<file path="config.mk">
export PLATFORM = sky130hd
export DESIGN_NAME = id_ex_stage
export DESIGN_NICKNAME = d
export VERILOG_FILES = /design/src/rtl/id_ex_stage_pkg.sv /design/src/rtl/id_ex_decode.sv /design/src/rtl/id_ex_stage.sv
export SDC_FILE = /design/constraint.sdc
export NUM_CORES = 1
export LEC_CHECK = 0
export ABC_AREA = 1
export CORE_ASPECT_RATIO = 0.6
export CORE_MARGIN = 5
export CORE_UTILIZATION = 35
export DETAILED_ROUTE_END_ITERATION = 8
export PLACE_DENSITY = 0.65
export SETUP_SLACK_MARGIN = 0.1
export SLEW_MARGIN = 10
export SYNTH_ARGS = -nofsm -noshare
export SYNTH_HDL_FRONTEND = slang
export SYNTH_HIERARCHICAL = 1
export SYNTH_SLANG_ARGS = --single-unit
</file>
<file path="constraint.sdc">
create_clock -name clk -period 0.95 [get_ports clk]
set_clock_uncertainty 0.15 [all_clocks]
set_input_delay 0.19 -clock clk [delete_from_list [all_inputs] [get_ports clk]]
set_output_delay 0.19 -clock clk [all_outputs]
set_load 0.01 [all_outputs]
</file>
<file path="src/rtl/id_ex_stage_pkg.sv">
// Opcode/funct constants, ALU op encodings and the execute-stage control bundle.
// Shared by the decode logic and the ID/EX pipeline register.
package mips_defs;

  localparam logic [5:0] OP_RTYPE = 6'b000000;
  localparam logic [5:0] OP_ORI   = 6'b001101;
  localparam logic [5:0] OP_LW    = 6'b100011;
  localparam logic [5:0] OP_SW    = 6'b101011;
  localparam logic [5:0] OP_LUI   = 6'b001111;
  localparam logic [5:0] OP_BEQ   = 6'b000100;

  localparam logic [5:0] FN_ADDU  = 6'b100001;
  localparam logic [5:0] FN_SUBU  = 6'b100011;

  typedef enum logic [2:0] {
    ALU_ADD   = 3'd0,
    ALU_SUB   = 3'd1,
    ALU_OR    = 3'd2,
    ALU_PASSB = 3'd3,
    ALU_EQ    = 3'd4,
    ALU_NONE  = 3'd7
  } alu_op_t;

  typedef struct packed {
    logic       valid;
    alu_op_t    alu_op;
    logic       reg_write;
    logic [4:0] wr_addr;
    logic       mem_read;
    logic       mem_write;
  } ctrl_t;

  function automatic ctrl_t bubble_ctrl(input logic [4:0] nop_addr);
    ctrl_t c;
    c.valid     = 1'b0;
    c.alu_op    = ALU_NONE;
    c.reg_write = 1'b0;
    c.wr_addr   = nop_addr;
    c.mem_read  = 1'b0;
    c.mem_write = 1'b0;
    return c;
  endfunction

endpackage

</file>
<file path="src/rtl/id_ex_decode.sv">
// Opcode/funct to execute control, ALUSrc mux and immediate extension.
// Purely combinational; unsupported encodings and id_valid=0 decode to a bubble.
module id_ex_decode
  import mips_defs::*;
#(
  parameter int         DW          = 32,
  parameter logic [4:0] NOP_WR_ADDR = 5'd0
) (
  input  logic          id_valid,
  input  logic [5:0]    id_op,
  input  logic [5:0]    id_funct,
  input  logic [DW-1:0] id_rs_data,
  input  logic [DW-1:0] id_rt_data,
  input  logic [15:0]   id_imm16,
  input  logic [4:0]    id_rt_addr,
  input  logic [4:0]    id_rd_addr,
  output ctrl_t         dec_ctrl,
  output logic [DW-1:0] dec_alu_a,
  output logic [DW-1:0] dec_alu_b,
  output logic [DW-1:0] dec_store_data
);

  logic          known;
  logic          alu_src;
  logic [DW-1:0] imm_ext;

  assign alu_src = (id_op == OP_ORI) || (id_op == OP_LW) ||
                   (id_op == OP_SW)  || (id_op == OP_LUI);

  always_comb begin
    imm_ext = '0;
    if (id_op == OP_ORI) begin
      imm_ext[15:0] = id_imm16;
    end else if (id_op == OP_LUI) begin
      imm_ext[31:16] = id_imm16;
    end else begin
      imm_ext = {{(DW-16){id_imm16[15]}}, id_imm16};
    end
  end

  always_comb begin
    dec_ctrl       = bubble_ctrl(NOP_WR_ADDR);
    dec_alu_a      = '0;
    dec_alu_b      = '0;
    dec_store_data = '0;
    known          = 1'b1;
    case (id_op)
      OP_RTYPE: begin
        dec_ctrl.reg_write = 1'b1;
        dec_ctrl.wr_addr   = id_rd_addr;
        if (id_funct == FN_ADDU)      dec_ctrl.alu_op = ALU_ADD;
        else if (id_funct == FN_SUBU) dec_ctrl.alu_op = ALU_SUB;
        else                          known = 1'b0;
      end
      OP_ORI: begin
        dec_ctrl.alu_op    = ALU_OR;
        dec_ctrl.reg_write = 1'b1;
        dec_ctrl.wr_addr   = id_rt_addr;
      end
      OP_LW: begin
        dec_ctrl.alu_op    = ALU_ADD;
        dec_ctrl.mem_read  = 1'b1;
        dec_ctrl.reg_write = 1'b1;
        dec_ctrl.wr_addr   = id_rt_addr;
      end
      OP_SW: begin
        dec_ctrl.alu_op    = ALU_ADD;
        dec_ctrl.mem_write = 1'b1;
      end
      OP_LUI: begin
        dec_ctrl.alu_op    = ALU_PASSB;
        dec_ctrl.reg_write = 1'b1;
        dec_ctrl.wr_addr   = id_rt_addr;
      end
      OP_BEQ:  dec_ctrl.alu_op = ALU_EQ;
      default: known = 1'b0;
    endcase

    if (id_valid && known) begin
      dec_ctrl.valid = 1'b1;
      // $0 is hardwired; a write to it must never reach the register file
      if (dec_ctrl.wr_addr == 5'd0) dec_ctrl.reg_write = 1'b0;
      dec_alu_a      = id_rs_data;
      dec_alu_b      = alu_src ? imm_ext : id_rt_data;
      dec_store_data = id_rt_data;
    end else begin
      dec_ctrl = bubble_ctrl(NOP_WR_ADDR);
    end
  end

endmodule

</file>
<file path="src/rtl/id_ex_stage.sv">
// ID/EX pipeline register with operand prep; one cycle from id_* to ex_*.
// Hazard unit controls flow: flush inserts a bubble (beats stall), stall holds all state.
module id_ex_stage
  import mips_defs::*;
#(
  parameter int         DW          = 32,
  parameter logic [4:0] NOP_WR_ADDR = 5'd0
) (
  input  logic          clk,
  input  logic          reset,
  input  logic          id_valid,
  input  logic [5:0]    id_op,
  input  logic [5:0]    id_funct,
  input  logic [DW-1:0] id_rs_data,
  input  logic [DW-1:0] id_rt_data,
  input  logic [15:0]   id_imm16,
  input  logic [4:0]    id_rt_addr,
  input  logic [4:0]    id_rd_addr,
  input  logic          stall,
  input  logic          flush,
  output logic          ex_valid,
  output logic [DW-1:0] ex_alu_a,
  output logic [DW-1:0] ex_alu_b,
  output logic [DW-1:0] ex_store_data,
  output logic [2:0]    ex_alu_op,
  output logic          ex_reg_write,
  output logic [4:0]    ex_wr_addr,
  output logic          ex_mem_read,
  output logic          ex_mem_write
);

  ctrl_t         dec_ctrl, ex_ctrl;
  logic [DW-1:0] dec_alu_a, dec_alu_b, dec_store_data;
  logic [DW-1:0] alu_a_q, alu_b_q, store_data_q;

  id_ex_decode #(.DW(DW), .NOP_WR_ADDR(NOP_WR_ADDR)) u_decode (
    .id_valid       (id_valid),
    .id_op          (id_op),
    .id_funct       (id_funct),
    .id_rs_data     (id_rs_data),
    .id_rt_data     (id_rt_data),
    .id_imm16       (id_imm16),
    .id_rt_addr     (id_rt_addr),
    .id_rd_addr     (id_rd_addr),
    .dec_ctrl       (dec_ctrl),
    .dec_alu_a      (dec_alu_a),
    .dec_alu_b      (dec_alu_b),
    .dec_store_data (dec_store_data)
  );

  always_ff @(posedge clk or negedge reset) begin
    if (!reset) begin
      ex_ctrl      <= bubble_ctrl(NOP_WR_ADDR);
      alu_a_q      <= '0;
      alu_b_q      <= '0;
      store_data_q <= '0;
    end else if (flush) begin
      ex_ctrl      <= bubble_ctrl(NOP_WR_ADDR);
      alu_a_q      <= '0;
      alu_b_q      <= '0;
      store_data_q <= '0;
    end else if (!stall) begin
      ex_ctrl      <= dec_ctrl;
      alu_a_q      <= dec_alu_a;
      alu_b_q      <= dec_alu_b;
      store_data_q <= dec_store_data;
    end
  end

  assign ex_valid      = ex_ctrl.valid;
  assign ex_alu_a      = alu_a_q;
  assign ex_alu_b      = alu_b_q;
  assign ex_store_data = store_data_q;
  assign ex_alu_op     = ex_ctrl.alu_op;
  assign ex_reg_write  = ex_ctrl.reg_write;
  assign ex_wr_addr    = ex_ctrl.wr_addr;
  assign ex_mem_read   = ex_ctrl.mem_read;
  assign ex_mem_write  = ex_ctrl.mem_write;

endmodule

</file>
# --- After elaboration in Yosys (flattened, before gate mapping) ---
# Index checks and enable logic that the tools add are counted.
word_totals:
  elab_cells: 56
  register_bits: 108
  out_inout_bits: 108
  inputBits: 107
op_classes:
  n_eq_ne: 8
  n_reduce_logical: 9
  muxes: 30
op_table:
  columns: ["cell", "n"]
  rows:
  - ["two-way mux 32 bit", 10]
  - ["two-way mux 16 bit", 3]
  - ["== test 6 bit (second input constant)", 4]
  - ["two-way mux 12 bit", 2]
  - ["two-way mux 15 bit", 1]
  - ["case mux 3 bit (5 select lines)", 1]
  - ["== test 6 x 4 -> 1 bit (second input constant)", 2]
  - ["case mux 6 bit (2 select lines)", 1]
  - ["two-way mux 3 bit", 3]
  - ["two-way mux 1 bit", 7]
  - ["two-way mux 7 bit", 1]
  - ["== test 6 x 3 -> 1 bit (second input constant)", 1]
  - ["logical NOT 6 bit", 1]
  - ["logical NOT 5 bit", 1]
  - ["OR reduction 5 bit", 1]
  - ["logical OR 1 bit", 3]
  - ["OR reduction 3 bit", 1]
  - ["!= test 2 x 1 -> 1 bit (second input constant)", 1]
  - ["case mux 1 bit (2 select lines)", 1]
  - ["OR reduction 2 bit", 1]
  - ["logical AND 1 bit", 1]

# --- Depth between registers and ports, before layout ---
# Gate-level depths: netlist (run 1).
depth:
  ltp_word: 8
  ltp_mapped: 14
  ltp_nobuf: 13

# --- Cells and area by module ---
# The synthesis (run 1) kept the hierarchy.
modules_own_cells:
  columns: ["module", "n_inst", "seq_area_each_um2", "area_each_um2", "cells_per_inst"]
  rows:
  - ["id_ex_stage", 1, 2706.3, 4346.7, 476]
  - ["id_ex_decode", 1, 0.0, 1592.8, 339]

# --- Worst setup path before layout (run 1) ---
# No wires, ideal clock.
synth_path:
  path_kind: "input -> register"
  startpoint: "in id_op[1]"
  endpoint: "reg store_data_q[23] (netlist: ex_store_data[23])"
  path_slack_ns: -0.696
  arrival_time_ns: 1.379
  required_ns: 0.683
  setup_ns: 0.117
  path_buffers: 2
  stages: 14
  cell_sequence: "nand2_1 inv_2 nand3_1 nand2_2 inv_2 nand2_2 nor2_2 nand2_1 nand2_2 buf_6 buf_6 nor2_1 nand2_1 nand2_1"
synth_via:
  elab_chain_cells: 7
  elab_cells_between_ends: 12
  classes_between: "eq/ne: 5; mux: 4; reduce/logical: 3"
synth_rtl:
  columns: ["element", "line_no", "rtl"]
  rows:
  - ["from (decl)", "id_ex_stage.sv:12", "input logic [5:0] id_op,"]
  - ["== test 6 x 3 -> 1 bit (tied with other cells)", "id_ex_decode.sv:47", "case (id_op)"]
  - ["OR reduction 5 bit (no line)", null, null]
  - ["case mux 1 bit (2 select lines) *", "id_ex_decode.sv:47", null]
  - ["logical AND 1 bit *", "id_ex_decode.sv:79", "if (id_valid && known) begin"]
  - ["two-way mux 32 bit *", "id_ex_decode.sv:79", null]
  - ["net dec_store_data[23]", "id_ex_stage.sv:33", "logic [DW-1:0] dec_alu_a, dec_alu_b, dec_store_data;"]
  - ["two-way mux 32 bit *", "id_ex_stage.sv:62", "end else if (!stall) begin"]
  - ["two-way mux 32 bit *", "id_ex_stage.sv:57", "end else if (flush) begin"]
  - ["to (signal assigned)", "id_ex_stage.sv:66", "store_data_q <= dec_store_data;"]
  - ["to (decl)", "id_ex_stage.sv:34", "logic [DW-1:0] alu_a_q, alu_b_q, store_data_q;"]
# The timed path passes the listed nets; every way through them passes the cells marked *. The select of a mux whose other input is x is not followed.
# A chain may end at the register's enable or synchronous reset.

# --- Worst setup path in the final report (run 1) ---
layout_path:
  startpoint: "in id_op[5]"
  endpoint: "reg alu_b_q[17] (netlist: ex_alu_b[17])"
layout_via:
  elab_chain_cells: 8
  elab_cells_between_ends: 18
  classes_between: "eq/ne: 5; mux: 7; reduce/logical: 6"
layout_rtl:
  columns: ["element", "line_no", "rtl"]
  rows:
  - ["branches (longest 5 deep; another with == test 6 x 3 -> 1 bit)", null, null]
  - ["two-way mux 32 bit *", "id_ex_decode.sv:79", null]
  - ["net dec_alu_b[17]", "id_ex_stage.sv:33", null]
  - ["two-way mux 32 bit *", "id_ex_stage.sv:62", null]
  - ["two-way mux 32 bit *", "id_ex_stage.sv:57", null]
  - ["to (signal assigned)", "id_ex_stage.sv:65", "alu_b_q <= dec_alu_b;"]
  - ["to (decl)", "id_ex_stage.sv:34", null]
# Mark *: on every way through the listed nets, which the timed path passes. The select of a mux whose other input is x is not followed.

==> results of run 1 <==
[layout by cell type, fill, tap and decap left out, drive strengths merged]
cell,instances
nor3b,1
dlygate4sd3,4
nor3,1
dlymetal6s2s,1
nand2,247
dlygate4sd2,4
buf,290
bufbuf,1
nor2,104
nand4,2
dfrtp,105
inv,100
clkinv,3
clkbuf,11
o21ai,50
a22oi,1
nand3,127
diode,1
clkdlybuf4s50,93
dfstp,3
a21oi,21
[worst max-delay path, stage by stage]
cell and delay [ns]:
sky130_fd_sc_hd__buf_8 0.10, sky130_fd_sc_hd__nor2_4 0.20, sky130_fd_sc_hd__buf_4 0.15, sky130_fd_sc_hd__nand2_1 0.09
sky130_fd_sc_hd__nor2_4 0.17, sky130_fd_sc_hd__inv_4 0.08, sky130_fd_sc_hd__buf_4 0.14, sky130_fd_sc_hd__o21ai_0 0.13
sky130_fd_sc_hd__nand2_1 0.10, sky130_fd_sc_hd__a21oi_2 0.14, sky130_fd_sc_hd__nand2_1 0.07, sky130_fd_sc_hd__nand2_1 0.06
[cell usage after synthesis (all sizes together)]
library cell,number
dfstp,3
o21ai,50
nor3,1
nor2,104
nand3,127
buf,41
inv,97
nand4,2
nand2,247
clkbuf,15
a22oi,1
nor3b,1
a21oi,21
dfrtp,105
[state kept, by name, summed over array words and instances, names as in the netlist]
register,cells
ex_mem_write,1
ex_alu_op,3
ex_wr_addr,5
ex_alu_a,32
ex_mem_read,1
ex_alu_b,32
ex_valid,1
ex_reg_write,1
ex_store_data,32
[layer usage]
metal  GRT usage (%)  up-vias  share of wire (%)
li1                -     3245                  -
met1           36.68     3236                 47
met2           34.10      296                 42
met3           9.202       27                 10
met4           5.110        2               0.95
met5               0        -              0.028
[path summary, 6_finish.rpt]
path / start / to
worst max register to register: ex_store_data[26]$_DFFE_PN0P_ / ex_store_data[26]$_DFFE_PN0P_
worst min-delay path: reset / ex_alu_b[12]$_DFFE_PN0P_
min in group clk: stall / ex_alu_op[2]$_DFFE_PN1P_
worst max-delay path: id_op[5] / ex_alu_b[17]$_DFFE_PN0P_
worst min register to register: ex_alu_op[2]$_DFFE_PN1P_ / ex_alu_op[2]$_DFFE_PN1P_
max in group asynchronous: reset / ex_alu_b[25]$_DFFE_PN0P_
[final cells by class]
| type | instances | area, um2 |
|---|---|---|
| clock inverters | 6 | 45.04 |
| inverters | 97 | 379.1 |
| fillers | 1413 | 5728 |
| clock buffers | 10 | 229.0 |
| repair buffers | 394 | 3825 |
| multi-input cells | 554 | 3241 |
| flip-flops and latches | 108 | 2706 |
| well taps | 228 | 285.3 |
| diodes | 1 | 2.502 |
[power groups by stage]
stage / logic [uW] / clock network [uW] / registers [uW]
2_1_floorplan: 600 / 0 / 4760
3_3_place_gp: 1630 / 0 / 4750
3_5_place_dp: 1630 / 0 / 4750
4_1_cts: 1950 / 3770 / 4660
5_1_grt: 2190 / 3910 / 4670
6_report: 2050 / 3670 / 4660
[metrics by stage]
| step | TNS, ns | utilization [%] | instance area, um2 | hold WS [ns] | setup WS (ns) |
|---|---|---|---|---|---|
| 2_1_floorplan | -56.43 | - | 6050 | -0.2556 | -0.5715 |
| 3_3_place_gp | -161.54 | 54.73 | 8999 | 0.08678 | -1.285 |
| 3_5_place_dp | -164.96 | 54.73 | 8999 | 0.08343 | -1.334 |
| 4_1_cts | -85.09 | 62.13 | 10210 | -0.2867 | -0.5772 |
| 5_1_grt | -94.37 | 65.16 | 10710 | -0.2787 | -0.6308 |
| 6_report | -81.59 | 65.16 | 10710 | -0.2699 | -0.5602 |
[repair_timing]
| item | in CTS | in global routing |
|---|---|---|
| cloned | 16 | 1 |
| pin swaps | 27 | 49 |
| resized for setup | 655 | 86 |
| setup endpoints to repair | 216 | 231 |
| buffers inserted | 41 | 35 |
| endpoints found under the hold margin | 105 | 101 |
| hold buffers | 4 | 3 |
[kinds of logic (layout without fill, tap and decap cells)]
family,count (synthesis),after routing,share of synthesized area [%]
AND/OR/NAND/NOR,482,482,36.57
buffers and inverters,153,507,11.75
flip-flops,108,108,45.57
AO/OA/AOI/OAI,72,72,6.109
other,0,1,0
==> results.rst, run 1 <==
.. list-table::
   :header-rows: 1

   * - Metric
     - Value
   * - Sink count of the clock tree
     - 108
   * - Latest clock arrival within the worst-skew pair
     - 0.35 ns
   * - H-tree levels
     - 3
   * - Worst path setup slack after routing
     - -0.5602 ns
   * - Warning count from the yosys run
     - 6
   * - Hold Vio Cnt, Final
     - 86
   * - Biggest area contributors in the synthesized netlist
     - sky130_fd_sc_hd__dfrtp_1 (44%), sky130_fd_sc_hd__nand2_1 (15%), sky130_fd_sc_hd__nand3_1 (9.9%), sky130_fd_sc_hd__inv_1 (6.0%), sky130_fd_sc_hd__nor2_2 (5.2%)
   * - Failing checks
     - negative hold slack, negative setup slack
   * - Placeable core area
     - 16,440 um2
   * - Post-synth design cell area
     - 5939 um2
   * - CTS buffer count
     - 9
   * - Relative contribution of combinational cells to total power
     - 19.7%
   * - Synth Register Bits
     - 108
   * - Number of cells traversed by the worst register-to-register path
     - 5
   * - CTS tree
     - yes
   * - Number of nets in the layout
     - 1,271
   * - Final routed wire length divided by cell count
     - 17.79 um
   * - Estimated wirelength of the detail-placed design
     - 15,520 um
   * - Power per standard cell area
     - 969.2 nW/um2
   * - Share of final-layout standard cells stronger than drive strength 1
     - 39.95%
   * - Worst-margin pin slew
     - 0.3281 ns
   * - Internal power component
     - 7413 uW
   * - HP Class
     - in2async
   * - Tot GR Track Use
     - 24.69%
   * - Startpoint Class
     - input pin
   * - Number of placement rows
     - 36
   * - Pin count of the biggest net entering global routing
     - 54
   * - Net switching power
     - 2969 uW
   * - Post-route DRC
     - 0
   * - Number of primary I/O pins
     - 215
   * - Slew HR
     - 77.89%
   * - Buffer depth of the longest clock path
     - 2
   * - Detail Route Antenna Nets
     - 0
   * - Total power of the final layout
     - 10,380 uW
   * - Mean instance size in the synthesized netlist
     - 7.288 um2
   * - Total of endpoints with negative setup slack in the final report
     - 216
   * - Yosys cell types
     - 24
   * - Effective utilization at floorplan
     - 36.13%
   * - Fin crit period
     - 1.510 ns
   * - R2r setup slk
     - -0.19 ns
   * - Area share of the largest cell type after synthesis
     - 44.24%
   * - Run status
     - finished, violations left
   * - Number of cells in the design after placement
     - 1,291
   * - Via-per-instance ratio
     - 4.868
   * - Sw frac
     - 28.60%
   * - VDD IR-drop max
     - 0.7002 mV
   * - Post-synthesis sequential area ratio
     - 45.57%
   * - Final standard cell count with taps included and fillers excluded
     - 1,398
   * - Clock-pin slew on the worst setup and hold paths
     - 0.08 ns
   * - Synth Net Count
     - 922
   * - Endpoint arrival time on the critical path
     - 1.64 ns
   * - Final slew viol count
     - 0
   * - Cell count after synthesis
     - 815
   * - Congestion Overflow GR
     - 0
   * - Static Leak
     - 0.005727 uW
   * - First-pass GRT wire length
     - 38,270 um
   * - CP max FO
     - 13
   * - Worst hold margin
     - -0.2699 ns
   * - Routed WL
     - 24,870 um
   * - Port Buffer Count
     - 214
   * - Detailed Route Iter0 Violations
     - 654
   * - Synthesis-to-finish area growth
     - 80.37%
   * - Number of max-capacitance violations reported
     - 0
   * - Via count of the first global-routing pass
     - 6,704
   * - Type of the worst setup path
     - in2reg
   * - Biggest area consumer among synthesized cells
     - sky130_fd_sc_hd__dfrtp_1
   * - Part of the cycle the worst path needs
     - 159.0%
   * - Die footprint
     - 19,760 um2
   * - Number of vias in the routed layout
     - 6,806
   * - Share of power burned in registers
     - 44.9%
   * - Gpl congestion
     - 0.8479
   * - Kind of end point of the critical path
     - register
   * - Root buffer selected by CTS
     - sky130_fd_sc_hd__clkbuf_16
   * - First-pass iteration count of the detailed router
     - 5
   * - Chip Height
     - 110.9 um
   * - Setup repair after global routing missed its margin
     - yes
   * - Maximum achievable frequency
     - 662.1 MHz
   * - Data required time of the critical path
     - 1.08 ns
   * - Chip width
     - 178.2 um
   * - Part of the power in the clock network
     - 35.4%
   * - Initial antenna violation count
     - 2
Note: power is estimated with default switching activity, not from simulation.
==> run 2: changes to the inputs <==
Settings changed: CORE_UTILIZATION 35 to 45, CTS_CLUSTER_SIZE from default to 20, PLACE_DENSITY 0.65 to 0.81.
==> run 2 against run 1 <==
Compared with the run above:
- the flow still finishes with violations (negative hold slack, negative setup slack)
- sequential power hardly changed
- non-clock buffer count is 15 lower
- count of clock-buffer cells in the layout unchanged
- worst hold slack gained 0.22 ns
- critical path depth is 1 higher
- utilization rose by 14 points
- largest cell class unchanged
- register-to-register slack lost 0.04 ns
==> results.rst, run 2 (synthesis gave the netlist of run 1 again) <==
.. list-table::
   :header-rows: 1

   * - Metric
     - Value
   * - Run status
     - finished, violations left
   * - Failing checks
     - negative hold slack, negative setup slack
   * - Detail Route Antenna Nets
     - 0 (unchanged)
   * - Worst path setup slack after routing
     - -0.6566 ns (-0.09638 ns)
   * - Net switching power
     - 2816 uW (-5.2%)
   * - Synthesis-to-finish area growth
     - 71.18%
   * - Power per standard cell area
     - 1006 nW/um2 (+3.8%)
   * - Internal power component
     - 7408 uW (about the same)
   * - Initial antenna violation count
     - 0 (-2)
   * - Routed WL
     - 23,260 um (-6.4%)
   * - Final standard cell count with taps included and fillers excluded
     - 1,324 (-5.3%)
   * - Congestion Overflow GR
     - 0 (unchanged)
   * - Tot GR Track Use
     - 27.39% (+2.7 points)
   * - Latest clock arrival within the worst-skew pair
     - 0.34 ns (about the same)
   * - Share of final-layout standard cells stronger than drive strength 1
     - 37.87% (-2.1 points)
   * - Number of cells in the design after placement
     - 1,233 (-4.5%)
   * - Number of placement rows
     - 32 (-11%)
   * - Maximum achievable frequency
     - 622.4 MHz (-6.0%)
   * - Kind of end point of the critical path
     - register
   * - Design Area, Final
     - 10,170 um2 (-5.1%)
   * - Slew HR
     - 69.18% (-8.7 points)
   * - CTS buffer count
     - 9 (unchanged)
   * - Via-per-instance ratio
     - 5.165 (+6.1%)
   * - Hold Vio Cnt, Final
     - 100 (+16%)
   * - Top library cells by usage in the layout, fill and taps aside
     - sky130_fd_sc_hd__nand2_1 (238), sky130_fd_sc_hd__buf_4 (132), sky130_fd_sc_hd__nand3_1 (115)
   * - Worst hold margin
     - -0.04654 ns (+0.2234 ns)
   * - HP Class
     - in2async
   * - Hold-fix buffers at CTS
     - 1 (-3)
   * - Clock-pin slew on the worst setup and hold paths
     - 0.07 ns (about the same)
   * - Final slew viol count
     - 0 (unchanged)
   * - Port Buffer Count
     - 214 (unchanged)
   * - CP max FO
     - 4 (-9)
   * - Die footprint
     - 15,670 um2 (-21%)
   * - First-pass GRT wire length
     - 34,140 um (-11%)
   * - Relative contribution of combinational cells to total power
     - 18.4% (-1.3 points)
   * - First-pass iteration count of the detailed router
     - 5 (unchanged)
   * - Via count of the first global-routing pass
     - 6,409 (-4.4%)
   * - Sink count of the clock tree
     - 108 (unchanged)
   * - Data required time of the critical path
     - 1.08 ns (about the same)
   * - Chip width
     - 158.3 um (-11%)
   * - Final routed wire length divided by cell count
     - 17.57 um (-1.2%)
   * - Buffer depth of the longest clock path
     - 2 (unchanged)
   * - Chip Height
     - 98.99 um (-11%)
   * - Pin count of the biggest net entering global routing
     - 63 (+17%)
   * - Total of endpoints with negative setup slack in the final report
     - 216 (unchanged)
   * - Setup repair after global routing missed its margin
     - yes
   * - Number of max-capacitance violations reported
     - 0 (unchanged)
   * - Placeable core area
     - 12,890 um2 (-22%)
   * - VDD IR-drop max
     - 0.9864 mV (+41%)
   * - Fin crit period
     - 1.607 ns (+0.09638 ns)
   * - Gpl congestion
     - 0.9344 (+10%)
   * - Number of primary I/O pins
     - 215 (unchanged)
   * - H-tree levels
     - 3 (unchanged)
   * - FF-to-FF Start
     - ex_alu_b[1]$_DFFE_PN0P_
   * - Endpoint arrival time on the critical path
     - 1.74 ns (+0.10 ns)
   * - Part of the power in the clock network
     - 36.0% (+0.6 points)
   * - Startpoint Class
     - input pin
   * - Pre-CTS setup slack
     - -1.369 ns (-0.03587 ns)
   * - Share of power burned in registers
     - 45.6% (+0.7 points)
   * - Effective utilization at floorplan
     - 46.07% (+9.9 points)
   * - Detailed Route Iter0 Violations
     - 641 (-2.0%)
   * - Number of vias in the routed layout
     - 6,839 (+0.48%)
   * - Part of the cycle the worst path needs
     - 169.1% (+10 points)
   * - Worst setup path startpoint
     - id_op[2]
   * - Total power of the final layout
     - 10,220 uW (-1.5%)
   * - Area post-placement
     - 8925 um2 (-0.82%)
   * - Estimated wirelength of the detail-placed design
     - 14,680 um (-5.4%)
   * - Post-route DRC
     - 0 (unchanged)
   * - Type of the worst setup path
     - in2reg
   * - Sw frac
     - 27.54% (-1.1 points)
   * - Number of nets in the layout
     - 1,256 (-1.2%)
   * - Most common cell after layout, fill and taps aside
     - sky130_fd_sc_hd__nand2_1
   * - CTS tree
     - yes
   * - Worst-margin pin slew
     - 0.4575 ns (+0.1294 ns)
   * - Static Leak
     - 0.005606 uW (-2.1%)
   * - Root buffer selected by CTS
     - sky130_fd_sc_hd__clkbuf_16
   * - Number of diodes added for antenna fixing
     - 0 (-1)
-- run 2: cell types whose count changed in the layout (fill, tap and decap cells not counted), sizes merged --
cell / before / now
dlygate4sd3: 4 / 0
clkinv: 3 / 4
bufbuf: 1 / 0
dlymetal6s4s: 0 / 1
diode: 1 / 0
inv: 100 / 99
clkbuf: 11 / 14
buf: 290 / 276
-- run 2: area by class of cell --
type,count,area (um2)
repair buffers,379,3643
multi-input cells,554,2945
clock inverters,6,45.04
flip-flops and latches,108,2706
clock buffers,10,239.0
well taps,170,212.7
inverters,97,375.4
fillers,878,2725
-- run 2: power groups by stage --
stage          sequential, uW  combinational [uW]  clock, uW
6_report                 4660                1880       3680
5_1_grt                  4660                2000       3920
4_1_cts                  4660                1720       3740
3_5_place_dp             4750                1580          0
3_3_place_gp             4750                1570          0
2_1_floorplan            4760                 600          0
-- run 2: worst max-delay path: stages --
cell	delay, ns
sky130_fd_sc_hd__buf_2	0.13
sky130_fd_sc_hd__nor2_4	0.17
sky130_fd_sc_hd__inv_2	0.08
sky130_fd_sc_hd__nor2_4	0.12
sky130_fd_sc_hd__nand4_1	0.17
sky130_fd_sc_hd__nand2_2	0.14
sky130_fd_sc_hd__nand2_4	0.07
sky130_fd_sc_hd__buf_12	0.14
sky130_fd_sc_hd__buf_12	0.13
sky130_fd_sc_hd__clkbuf_16	0.15
sky130_fd_sc_hd__nor2_2	0.10
sky130_fd_sc_hd__nand2_1	0.06
sky130_fd_sc_hd__nand2_1	0.06
-- run 2: final timing paths --
path | to | slack, ns | cells after the start
min in group clk | ex_mem_read$_DFFE_PN0P_ | 0.10 | 6
max in group asynchronous | ex_alu_b[2]$_DFFE_PN0P_ | 0.46 | 3
worst min-delay path | ex_alu_b[19]$_DFFE_PN0P_ | -0.05 | 3
worst max-delay path | ex_alu_b[4]$_DFFE_PN0P_ | -0.66 | 13
worst max register to register | ex_alu_b[1]$_DFFE_PN0P_ | -0.23 | 5
worst min register to register | ex_alu_op[1]$_DFFE_PN1P_ | 0.35 | 2
-- run 2: routing by layer --
metal	GRT usage [%]	up-vias	share of wire [%]
li1	-	3199	-
met1	41.66	3245	44
met2	39.61	359	44
met3	7.196	36	11
met4	4.849	0	1.3
met5	0	-	0
-- run 2: through the flow --
stage	TNS [ns]	util [%]
2_1_floorplan	-56.43	-
3_3_place_gp	-157.02	69.23
3_5_place_dp	-168.60	69.23
4_1_cts	-80.34	74.32
5_1_grt	-96.73	78.86
6_report	-87.14	78.86
-- run 2: timing repair --
| item | 4_1_cts | 5_1_grt |
|---|---|---|
| endpoints found under the hold margin | 108 | 105 |
| cloned | 5 | 4 |
| pin swaps | 20 | 14 |
| buffers inserted | 32 | 34 |
| endpoints found under the setup margin | 216 | 219 |
| resized for setup | 610 | 64 |
